--- src/rtl/booth_mac_ctrl.sv ---
// Operand FIFO and sequencer around a sequential Booth multiplier; accumulates products into a dot-product sum.
// A pair issues 2 cycles after it is pushed into an idle, empty FIFO; in_ready = !full; out_valid holds until out_ready.
module booth_mac_ctrl #(
  parameter int DATA_WIDTH     = 8,
  parameter int FIFO_DEPTH     = 4,
  parameter int ACC_WIDTH      = 24,
  parameter int TIMEOUT_CYCLES = 32
) (
  input  logic                    clk,
  input  logic                    rst_n,
  input  logic                    in_valid,
  output logic                    in_ready,
  input  logic [DATA_WIDTH-1:0]   in_m,
  input  logic [DATA_WIDTH-1:0]   in_q,
  input  logic                    in_last,
  output logic                    out_valid,
  input  logic                    out_ready,
  output logic [ACC_WIDTH-1:0]    out_sum,
  output logic [7:0]              out_count,
  output logic                    out_ovf,
  output logic                    mul_start,
  output logic [DATA_WIDTH-1:0]   mul_m,
  output logic [DATA_WIDTH-1:0]   mul_q,
  input  logic [2*DATA_WIDTH-1:0] mul_p,
  input  logic                    mul_done,
  input  logic                    mul_busy,
  output logic                    err_timeout
);

  localparam int PW = $clog2(FIFO_DEPTH);
  localparam int CW = PW + 1;
  localparam int TW = $clog2(TIMEOUT_CYCLES + 1);

  typedef struct packed {
    logic                  last;
    logic [DATA_WIDTH-1:0] q;
    logic [DATA_WIDTH-1:0] m;
  } pair_t;

  typedef enum logic [1:0] {S_IDLE, S_ISSUE, S_WAIT, S_OUT} state_t;

  state_t                state_q, state_d;
  pair_t                 mem_q [FIFO_DEPTH];
  logic [PW-1:0]         wr_ptr_q, wr_ptr_d, rd_ptr_q, rd_ptr_d;
  logic [CW-1:0]         fcnt_q, fcnt_d;
  logic [ACC_WIDTH-1:0]  acc_q, acc_d;
  logic [7:0]            cnt_q, cnt_d;
  logic                  ovf_q, ovf_d, last_q, last_d, start_q, start_d, err_q, err_d;
  logic [TW-1:0]         timer_q, timer_d;
  logic [DATA_WIDTH-1:0] m_q, m_d, qop_q, qop_d;
  logic                  push, pop, full;
  logic [ACC_WIDTH:0]    sum;
  logic [7:0]            cnt_inc;
  pair_t                 head;

  // Full comes from the registered count only, so a same-cycle pop never frees a slot for a push.
  assign full    = (fcnt_q == CW'(FIFO_DEPTH));
  assign push    = in_valid && !full;
  assign head    = mem_q[rd_ptr_q];
  assign sum     = {1'b0, acc_q} + (ACC_WIDTH+1)'(mul_p);
  assign cnt_inc = (cnt_q == 8'hFF) ? cnt_q : cnt_q + 8'd1;

  always_comb begin
    state_d = state_q;
    acc_d   = acc_q;
    cnt_d   = cnt_q;
    ovf_d   = ovf_q;
    last_d  = last_q;
    start_d = 1'b0;
    err_d   = err_q;
    timer_d = timer_q;
    m_d     = m_q;
    qop_d   = qop_q;
    pop     = 1'b0;
    case (state_q)
      S_IDLE: begin
        if (fcnt_q != '0 && !mul_busy) state_d = S_ISSUE;
      end
      S_ISSUE: begin
        start_d = 1'b1;
        m_d     = head.m;
        qop_d   = head.q;
        last_d  = head.last;
        pop     = 1'b1;
        timer_d = '0;
        state_d = S_WAIT;
      end
      S_WAIT: begin
        timer_d = timer_q + TW'(1);
        if (mul_done) begin
          acc_d   = sum[ACC_WIDTH-1:0];
          ovf_d   = ovf_q | sum[ACC_WIDTH];
          cnt_d   = cnt_inc;
          state_d = last_q ? S_OUT : S_IDLE;
        end else if (timer_q == TW'(TIMEOUT_CYCLES - 1)) begin
          // Abandoned product still counts as a pair but adds nothing.
          err_d   = 1'b1;
          cnt_d   = cnt_inc;
          state_d = last_q ? S_OUT : S_IDLE;
        end
      end
      S_OUT: begin
        if (out_ready) begin
          acc_d   = '0;
          cnt_d   = '0;
          ovf_d   = 1'b0;
          state_d = S_IDLE;
        end
      end
      default: state_d = S_IDLE;
    endcase
    wr_ptr_d = push ? wr_ptr_q + PW'(1) : wr_ptr_q;
    rd_ptr_d = pop ? rd_ptr_q + PW'(1) : rd_ptr_q;
    fcnt_d   = fcnt_q + CW'(push) - CW'(pop);
  end

  always_ff @(posedge clk) begin
    if (push) mem_q[wr_ptr_q] <= {in_last, in_q, in_m};
  end

  always_ff @(posedge clk or negedge rst_n) begin
    if (!rst_n) begin
      state_q  <= S_IDLE;
      wr_ptr_q <= '0;
      rd_ptr_q <= '0;
      fcnt_q   <= '0;
      acc_q    <= '0;
      cnt_q    <= '0;
      ovf_q    <= 1'b0;
      last_q   <= 1'b0;
      start_q  <= 1'b0;
      err_q    <= 1'b0;
      timer_q  <= '0;
      m_q      <= '0;
      qop_q    <= '0;
    end else begin
      state_q  <= state_d;
      wr_ptr_q <= wr_ptr_d;
      rd_ptr_q <= rd_ptr_d;
      fcnt_q   <= fcnt_d;
      acc_q    <= acc_d;
      cnt_q    <= cnt_d;
      ovf_q    <= ovf_d;
      last_q   <= last_d;
      start_q  <= start_d;
      err_q    <= err_d;
      timer_q  <= timer_d;
      m_q      <= m_d;
      qop_q    <= qop_d;
    end
  end

  assign in_ready    = !full;
  assign out_valid   = (state_q == S_OUT);
  assign out_sum     = acc_q;
  assign out_count   = cnt_q;
  assign out_ovf     = ovf_q;
  assign mul_start   = start_q;
  assign mul_m       = m_q;
  assign mul_q       = qop_q;
  assign err_timeout = err_q;

endmodule

--- config.mk ---
export PLATFORM = sky130hd
export DESIGN_NAME = booth_mac_ctrl
export DESIGN_NICKNAME = d
export VERILOG_FILES = /design/src/rtl/booth_mac_ctrl.sv
export SDC_FILE = /design/constraint.sdc
export NUM_CORES = 1
export LEC_CHECK = 0
export BUFFER_PORTS_ARGS = -buffer_cell sky130_fd_sc_hd__buf_2
export CORE_MARGIN = 8
export CORE_UTILIZATION = 50
export DETAILED_ROUTE_END_ITERATION = 6
export GPL_TIMING_DRIVEN = 0
export PLACE_DENSITY = 0.71
export SETUP_SLACK_MARGIN = 0.1
export SLEW_MARGIN = 20
export SYNTH_ARGS = -nofsm -noshare
export SYNTH_HDL_FRONTEND = slang
export SYNTH_SLANG_ARGS = --single-unit
--- constraint.sdc ---
create_clock -name clk -period 3.19 [get_ports clk]
set_input_delay 0.319 -clock clk [delete_from_list [all_inputs] [get_ports clk]]
set_output_delay 0.319 -clock clk [all_outputs]
set_load 0.02 [all_outputs]
-- Word-level counts from Yosys, hierarchy flattened
Memory sizes are Yosys's and may differ from the RTL's. A register that Yosys moved wholly into a read port is not among the register bits.
Cells that the tools add are included.
- eq/ne operators: 10
- reduce and logical (&&, ||, !) cells: 13
- bitwise operators: 2
- multiplexer cells: 21
- add/subtract/negate cells: 7
- operators with widths (cell ; number):
    $mux 24 ; 2
    $pmux 24 s2 ; 1
    $mux 8 ; 4
    $add 24x16->25 ; 1
    $pmux 8 s2 ; 1
    $pmux 6 s2 ; 1
    $reduce_and 3->1 ; 4
    $mux 2 ; 5
    $add 8x1->8 const B ; 1
    $eq 8x8->1 const B ; 1
    $pmux 2 s4 ; 1
    $add 6x1->6 const B ; 1
    $eq 6x5->1 const B ; 1
    $mux 1 ; 5
    $add 2x1->2 const B ; 2
    $eq 2x2->1 const B ; 2
    $ne 2x2->1 const B ; 2
    $reduce_bool 2->1 ; 2
    $add 3x1->3 ; 1
    $eq 3x3->1 const B ; 1
    $logic_not 1->1 ; 3
    $ne 3x3->1 const B ; 1
    $reduce_bool 3->1 ; 1
    $sub 3x1->3 ; 1
    other kinds (7) ; 8
- memory bits (writable): 68
- register bits: 50
- word-level logic and storage cells: 64
- memories: 1
- memories (memory ; words ; bits a word ; rd ports ; clocked after Yosys merged registers in ; write ports ; RTL line ; source):
    mem_q ; 4 ; 17 ; 1 ; 1 ; 1 ; 43 ; pair_t mem_q [FIFO_DEPTH];

-- Logic depth before layout (Yosys ltp)
Gate-level depths: netlist (run 1).
- depth in word-level cells: 5
- mapped depth: 10
- gate-level depth less buffers: 10

-- Worst setup path before layout (run 1)
Ideal clock, no wire load.
- path type: reg2reg
- start: reg acc_q[0] (netlist: out_sum[0])
- end: reg acc_q[22] (netlist: out_sum[22])
- arrival: 2.400 ns
- slack: 0.663 ns
- library setup time: 0.128 ns
- cell stages (with the launch flop): 9
- buffers on the path: 0
- cell sequence: dfrtp_1 -> ha_1 -> fa_1 -> a21o_1 -> a221oi_2 -> o21ai_0 -> a41oi_1 -> mux2i_1 -> nand2_1
- longest elaborated chain between the ends: 3
- ends and longest elaborated chain (element ; RTL line ; source):
    start: declaration ; 46 ; logic [ACC_WIDTH-1:0] acc_q, acc_d;
    start signal: assignment ; 127 ; acc_q <= '0;
    start signal: assignment ; 141 ; acc_q <= acc_d;
    $add 24x16->25 ; 60 ; assign sum = {1'b0, acc_q} + (ACC_WIDTH+1)'(mul_p);
    $mux 24 ; 90 ; if (mul_done) begin
    $pmux 24 s2 ; 75 ; case (state_q)
Every way passes these cells. The select of a mux whose other input is x is not followed.
A chain may end at the register's enable or synchronous reset.

-- Worst setup path in the final report (run 1)
Ends and elaborated chain as after synthesis.

==> results of run 1 <==
-- worst register-to-register path, stage by stage, from the launching register on --
cell and delay [ps]:
dfrtp_1 390, ha_1 230, fa_1 410, a21o_1 200, a221oi_2 500, o21ai_0 300, a41oi_1 390, mux2i_1 220
nand2_1 70
-- area by class of cell --
type                            instances  area, sq um
Timing Repair Buffer                   93          488
Clock inverter                         13          146
Buffer                                 16         91.3
Inverter                               19         71.3
Tap cell                              172          215
Fill cell                            1003         4890
Sequential cell                       135         3720
Clock buffer                           19          433
Multi-Input combinational cell        303         2520
-- through the flow --
step / util / setup slack [ps]
floorplan: - / 663
global placement: 0.562 / 440
detailed placement: 0.564 / 399
CTS: 0.611 / 373
global route: 0.611 / 168
finish: 0.611 / 349
-- registers in the layout, summed over array words and instances, names as in the netlist --
register,flops
state_q,2
last_q,1
fcnt_q,3
out_count,8
out_ovf,1
mem_q,68
rd_ptr_q,2
mul_q,8
mul_m,8
out_sum,24
err_timeout,1
timer_q,6
wr_ptr_q,2
mul_start,1
-- timing repair --
item / CTS / global route
endpoints found under the hold margin: 27 / 0
gates resized for setup: 0 / 0
hold buffers: 1 / 0
-- power groups by stage --
stage | clock (mW) | sequential (mW) | combinational, mW
floorplan | 0 | 2.92 | 2.12
global placement | 0 | 2.66 | 3.16
detailed placement | 0 | 2.70 | 3.25
finish | 1.90 | 2.67 | 3.21
global route | 2.01 | 2.73 | 3.58
CTS | 1.93 | 2.67 | 3.26
-- synthesized netlist by cell type, types with 3 or more instances --
cell and count:
mux2i_1 3, a21o_1 7, o21ai_0 18, nand2b_1 3, xor2_1 14, a31oi_1 3, nand4_1 7, ha_1 29
mux2_2 19, nor3_1 9, and3_1 9, xnor2_1 11, or3_1 5, nor2_1 25, a21oi_1 20, nand3_1 14
mux4_2 17, nor2b_1 3, and2_1 3, nand2_1 27, o21a_1 8, dfrtp_1 67, a22o_1 11, edfxtp_1 68
buf_2 5, clkbuf_1 7, inv_1 19
-- layout by cell type (no fill, tap or decap), drive strengths merged, types with 11 or more instances in the layout --
| cell type | n |
|---|---|
| a21oi | 20 |
| mux2 | 19 |
| nand3 | 14 |
| a22o | 11 |
| dfrtp | 67 |
| buf | 99 |
| nand2 | 27 |
| clkbuf | 27 |
| xor2 | 14 |
| inv | 23 |
| ha | 29 |
| nor2 | 25 |
| o21ai | 19 |
| xnor2 | 11 |
| edfxtp | 68 |
| mux4 | 17 |
-- layer usage --
metal  vias up  global-route usage  share of wire
met4         2              0.0650          0.010
li1       2016                   -              -
met3        14              0.0489          0.063
met1      2066               0.209           0.44
met2       102               0.269           0.48
met5         -                   0         0.0011
-- worst max path at each step --
stage | from | end | slack (ps) | cells past startpoint
finish | out_sum[0] | out_sum[22] | 350 | 8
detailed placement | mul_p[0] | out_sum[22] | 400 | 9
floorplan | out_sum[0] | out_sum[22] | 660 | 8
CTS | out_sum[0] | out_sum[22] | 370 | 8
global placement | mul_p[0] | out_sum[22] | 440 | 9
global route | out_sum[0] | out_sum[22] | 170 | 8
-- kinds of logic after synthesis --
kind of cell,share of synthesized area
buffers and inverters,0.0254
AO/OA/AOI/OAI,0.113
XOR/XNOR,0.0342
multiplexers,0.0980
AND/OR/NAND/NOR,0.0853
flip-flops,0.581
adder cells (fa/ha/maj),0.0630
==> metrics.md, run 1 <==
| Metric | Value |
|---|---|
| Run status | finished clean |
| Cell Int Power | 4.90 mW |
| Initial Util | 0.509 |
| Initial DRC Count | 225 |
| Post-route cell area | 0.00768 sq mm |
| PwrDens | 1010 mW/mm^2 |
| Power Total | 7.77 mW |
| Synthesized cell area | 0.00640 sq mm |
| WP data required | 3470 ps |
| FP Rows | 41 |
| Number of global-route vias before repair | 4319 |
| Dpl hpwl | 9.35 mm |
| Clock Skew | 13.7 ps |
| FFs w/ async S/R, synth | 0.496 |
| Clk sinks | 135 |
| Buf/Inv on CP | 0 |
| Most used DFF post-synth | edfxtp_1 |
| Synth top area cells | edfxtp_1 32%, dfrtp_1 26%, mux4_2 6.0% |
| Max VDD drop | 0.000555 V |
| TritonRoute pass-1 iters | 4 |
| First-pass GRT wire length | 21.6 mm |
| Combinational share of power | 0.413 |
| Worst r2r dst | out_sum[22] |
| Max H-tree Level | 4 |
| Leading area contributor after synthesis | edfxtp_1 |
| Detail Route Antenna Nets | 0 |
| Share of cells above drive strength 1 | 0.294 |
| Crit path largest cell delay | 500 ps |
| # DRC | 0 |
| Flops & latches, synth | 135 |
| Worst path slowest cell | a221oi_2 |
| CP Capture Type | flop |
| Max FO, Critical Path | 5 |
| Fin cells | 770 |
| Family with the most delay on the worst path | compound AO/OA/AOI/OAI gates |
| Total leakage power | 3.30 nW |
| Clock buffer depth | 2 |
| Setup TNS | 0 ps |
| Synth warnings | 0 |
| Die area | 0.0167 sq mm |
| Post-synth EDFFs | 68 |
| Hold WC Path Type | in2reg |
| Syn nets | 543 |
| Drt wl/cell | 17.1 microns |
| Max Clk Rate | 352 MHz |
| Max-slew headroom | 0.348 |
| Height of the die | 129 microns |
| Switching power | 2.88 mW |
| Reg2reg start | out_sum[0] |
| Largest net degree at the start of global routing | 41 |
| Layout area overhead | 20.0% |
| Routed WL | 13.1 mm |
| Sequential fraction of the synthesis area | 0.581 |
| Share of the synthesized area in the top cell type | 0.319 |
| Slew @ Worst Pin | 978 ps |
| Worst path cell trace | ha_1, fa_1, a21o_1, a221oi_2, o21ai_0, a41oi_1, mux2i_1, nand2_1 |
| Worst R2R Setup Slack | 350 ps |
| Final Critical Period | 2840 ps |
| Clock root cell | clkbuf_16 |
| Setup CP Type | reg2reg |
| Vias/cell | 5.45 |
| Flop pwr share | 0.343 |
| Worst R2R Path Depth | 8 |
| Core Footprint | 0.0126 sq mm |
| Clock latency on the worst-skew pair | 420 ps |
| CTS Buf Count | 17 |
| GPL Wtd Cong | 0.831 |
| Port bufs | 91 |
| Hold Vio Cnt, Final | 0 |
| Sw frac | 0.370 |
| CTS tree | done |
| Hold Slack | 115 ps |
| Cells after synthesis | 473 |
| Layout net count | 655 |
| Clk pwr share | 0.244 |
| Tot GR Track Use | 0.167 |
| Via count | 4200 |
| Placed Cells | 737 |
| Inserted Diodes | 0 |
| Hold path start | in_m[6] |
| Clock slew at reported path FFs | 60 ps |
| Syn Area/Cell | 13.5 sq um |
| Crit start category | flop |
| Arr. time, crit path | 3120 ps |
| # IOs | 92 |
| # Max-Cap Violations | 0 |
| Fin crit share | 0.891 |
| Initial antenna violation count | 1 |
| Hold Crit Depth | 1 |
| Grt total ovfl | 0 |
| Die width | 129 microns |
| RSZ-0062 raised after global routing | no |
| Post-CTS Setup Bufs | 0 |
| Area after DPL | 0.00709 sq mm |
| Synth cell types | 60 |
| Min-Delay Endpoint | mem_q[0][6] |
| Final setup viols | 0 |
| Slew Limit Fails | 0 |
(Power assumes the default switching activity.)
==> run 2: changes to the inputs <==
- RECOVER_POWER: default -> 25
==> metrics.md, run 2 (synthesis gave the netlist of run 1 again) <==
| Metric | Value |
|---|---|
| DP Worst Slack | 399 ps (unchanged) |
| RSZ-0062 raised after global routing | no (unchanged) |
| Hold Vio Cnt, Final | 0 (unchanged) |
| Share of cells above drive strength 1 | 0.264 (was 0.294) |
| Die width | 129 microns (unchanged) |
| Die area | 0.0167 sq mm (unchanged) |
| Clock Skew | 14.4 ps (was 13.7 ps) |
| Initial DRC Count | 210 (was 225) |
| CTS Buf Count | 17 (unchanged) |
| Most frequent cells in the layout | 78 x buf_2, 68 x edfxtp_1, 67 x dfrtp_1 (was 95 x buf_2, 68 x edfxtp_1, 67 x dfrtp_1) |
| CTS tree | done (unchanged) |
| # IOs | 92 (unchanged) |
| Clock root cell | clkbuf_16 (unchanged) |
| Busiest grt layer | met2 (unchanged) |
| Met1 usage | 0.209 (unchanged) |
| Initial Util | 0.509 (unchanged) |
| Vias/cell | 5.45 (about the same) |
| FP Rows | 41 (unchanged) |
| Setup TNS | 0 ps (unchanged) |
| Number of global-route vias before repair | 4319 (unchanged) |
| Inserted Diodes | 0 (unchanged) |
| Tot GR Track Use | 0.167 (unchanged) |
| CP Capture Type | flop (unchanged) |
| Arr. time, crit path | 3120 ps (about the same) |
| Post-CTS Setup Bufs | 0 (unchanged) |
| Crit start category | flop (unchanged) |
| Hold Slack | 154 ps (was 115 ps) |
| Layout net count | 655 (unchanged) |
| Dpl hpwl | 9.35 mm (unchanged) |
| Post-CTS Resized | 0 (unchanged) |
| Hold WC Path Type | in2reg (unchanged) |
| WP data required | 3480 ps (was 3470 ps) |
| # DRC | 0 (unchanged) |
| Slew Limit Fails | 28 (was 0) |
| Layout area overhead | 19.7% (was 20.0%) |
| Grt total ovfl | 0 (unchanged) |
| Failing checks | capacitance limit, slew limit |
| Largest register FFs | 68 (unchanged) |
| Drt wl/cell | 17.1 microns (about the same) |
| Core Footprint | 0.0126 sq mm (unchanged) |
| Max-slew headroom | -0.134 (was 0.348) |
| Total leakage power | 3.25 nW (was 3.30 nW) |
| Final Critical Period | 2830 ps (was 2840 ps) |
| Clock buffer depth | 2 (unchanged) |
| Routed WL | 13.2 mm (was 13.1 mm) |
| Commonest non-fill, non-tap cell in the layout | buf_2 (unchanged) |
| Reg with most FFs | mem_q (unchanged) |
| Fin crit share | 0.888 (was 0.891) |
| Detail Route Antenna Nets | 0 (unchanged) |
| M3 GR Usage | 0.0489 (unchanged) |
| Post-route cell area | 0.00765 sq mm (was 0.00768 sq mm) |
| Met2 usage | 0.269 (unchanged) |
| Initial antenna violation count | 1 (unchanged) |
| Run status | finished with violations (was finished clean) |
| Max FO, Critical Path | 5 (unchanged) |
| # Max-Cap Violations | 1 (was 0) |
| PwrDens | 1020 mW/mm^2 (was 1010 mW/mm^2) |
| Largest net degree at the start of global routing | 41 (unchanged) |
| Slew @ Worst Pin | 1700 ps (was 978 ps) |
| Max Clk Rate | 353 MHz (was 352 MHz) |
| Port bufs | 91 (unchanged) |
| Clk sinks | 135 (unchanged) |
| Height of the die | 129 microns (unchanged) |
| Clock latency on the worst-skew pair | 420 ps (about the same) |
| Final setup viols | 0 (unchanged) |
| TritonRoute pass-1 iters | 5 (was 4) |
| Max VDD drop | 0.000555 V (about the same) |
| Area after DPL | 0.00709 sq mm (unchanged) |
| Max H-tree Level | 4 (unchanged) |
| Setup CP Type | reg2reg (unchanged) |
| First-pass GRT wire length | 21.6 mm (unchanged) |
| CTS Hold Bufs | 1 (unchanged) |
| Final WS setup | 358 ps (was 349 ps) |
| Clock slew at reported path FFs | 60 ps (about the same) |
| Final Util | 0.609 (was 0.611) |
| GPL Wtd Cong | 0.831 (unchanged) |
| Via count | 4198 (was 4200) |
==> run 2: cell types whose count changed in the layout (fill, tap and decap cells not counted), sizes merged <==
cell	before	now
clkbuf	27	45
buf	99	81
==> run 2: final cells by class <==
type / instances / area, sq um
fill: 1012 / 4910
sequential: 135 / 3720
multi-input combinational: 303 / 2520
timing repair buffer: 93 / 463
clock buffer: 19 / 433
tap: 172 / 215
clock inverter: 13 / 146
buffer: 16 / 91.3
inverter: 19 / 71.3
==> run 2: per-layer routing <==
| metal | vias to the layer above | part of all wire | wire length, microns |
|---|---|---|---|
| met3 | 15 | 0.062 | 817 |
| met4 | 2 | 0.013 | 176 |
| met5 | - | 0.0011 | 15 |
| li1 | 2011 | - | - |
| met1 | 2074 | 0.44 | 5830 |
| met2 | 96 | 0.48 | 6340 |
==> run 2: power by group <==
part / switching, mW / total, mW / internal (mW)
clock network: 0.743 / 1.90 / 1.16
logic: 1.84 / 3.21 / 1.37
registers: 0.294 / 2.67 / 2.37
==> run 2: path summary, 6_finish.rpt <==
kind / depth (start not counted) / start / slack [ps] / endpoint
max: 8 / out_sum[0] / 360 / out_sum[22]
min: 1 / in_q[0] / 150 / mem_q[1][8]
max reg2reg: 8 / out_sum[0] / 360 / out_sum[22]
min reg2reg: 2 / err_timeout / 490 / err_timeout
max in group asynchronous: 2 / rst_n / 1310 / fcnt_q[0]
min in group asynchronous: 2 / rst_n / 890 / mul_q[0]
==> run 2: per-stage QoR <==
step / power (mW) / std cells
after floorplan: 5.05 / 473
final: 7.78 / 770
after global placement: 5.83 / 736
after CTS: 7.87 / 770
after detailed placement: 5.95 / 737
after global routing: 8.32 / 770
==> run 2: critical path: stages, from the launching register on <==
cell	delay [ps]
dfrtp_1	390
ha_1	230
fa_1	410
a21o_1	200
a221oi_2	500
o21ai_0	300
a41oi_1	390
mux2i_1	220
nand2_1	70
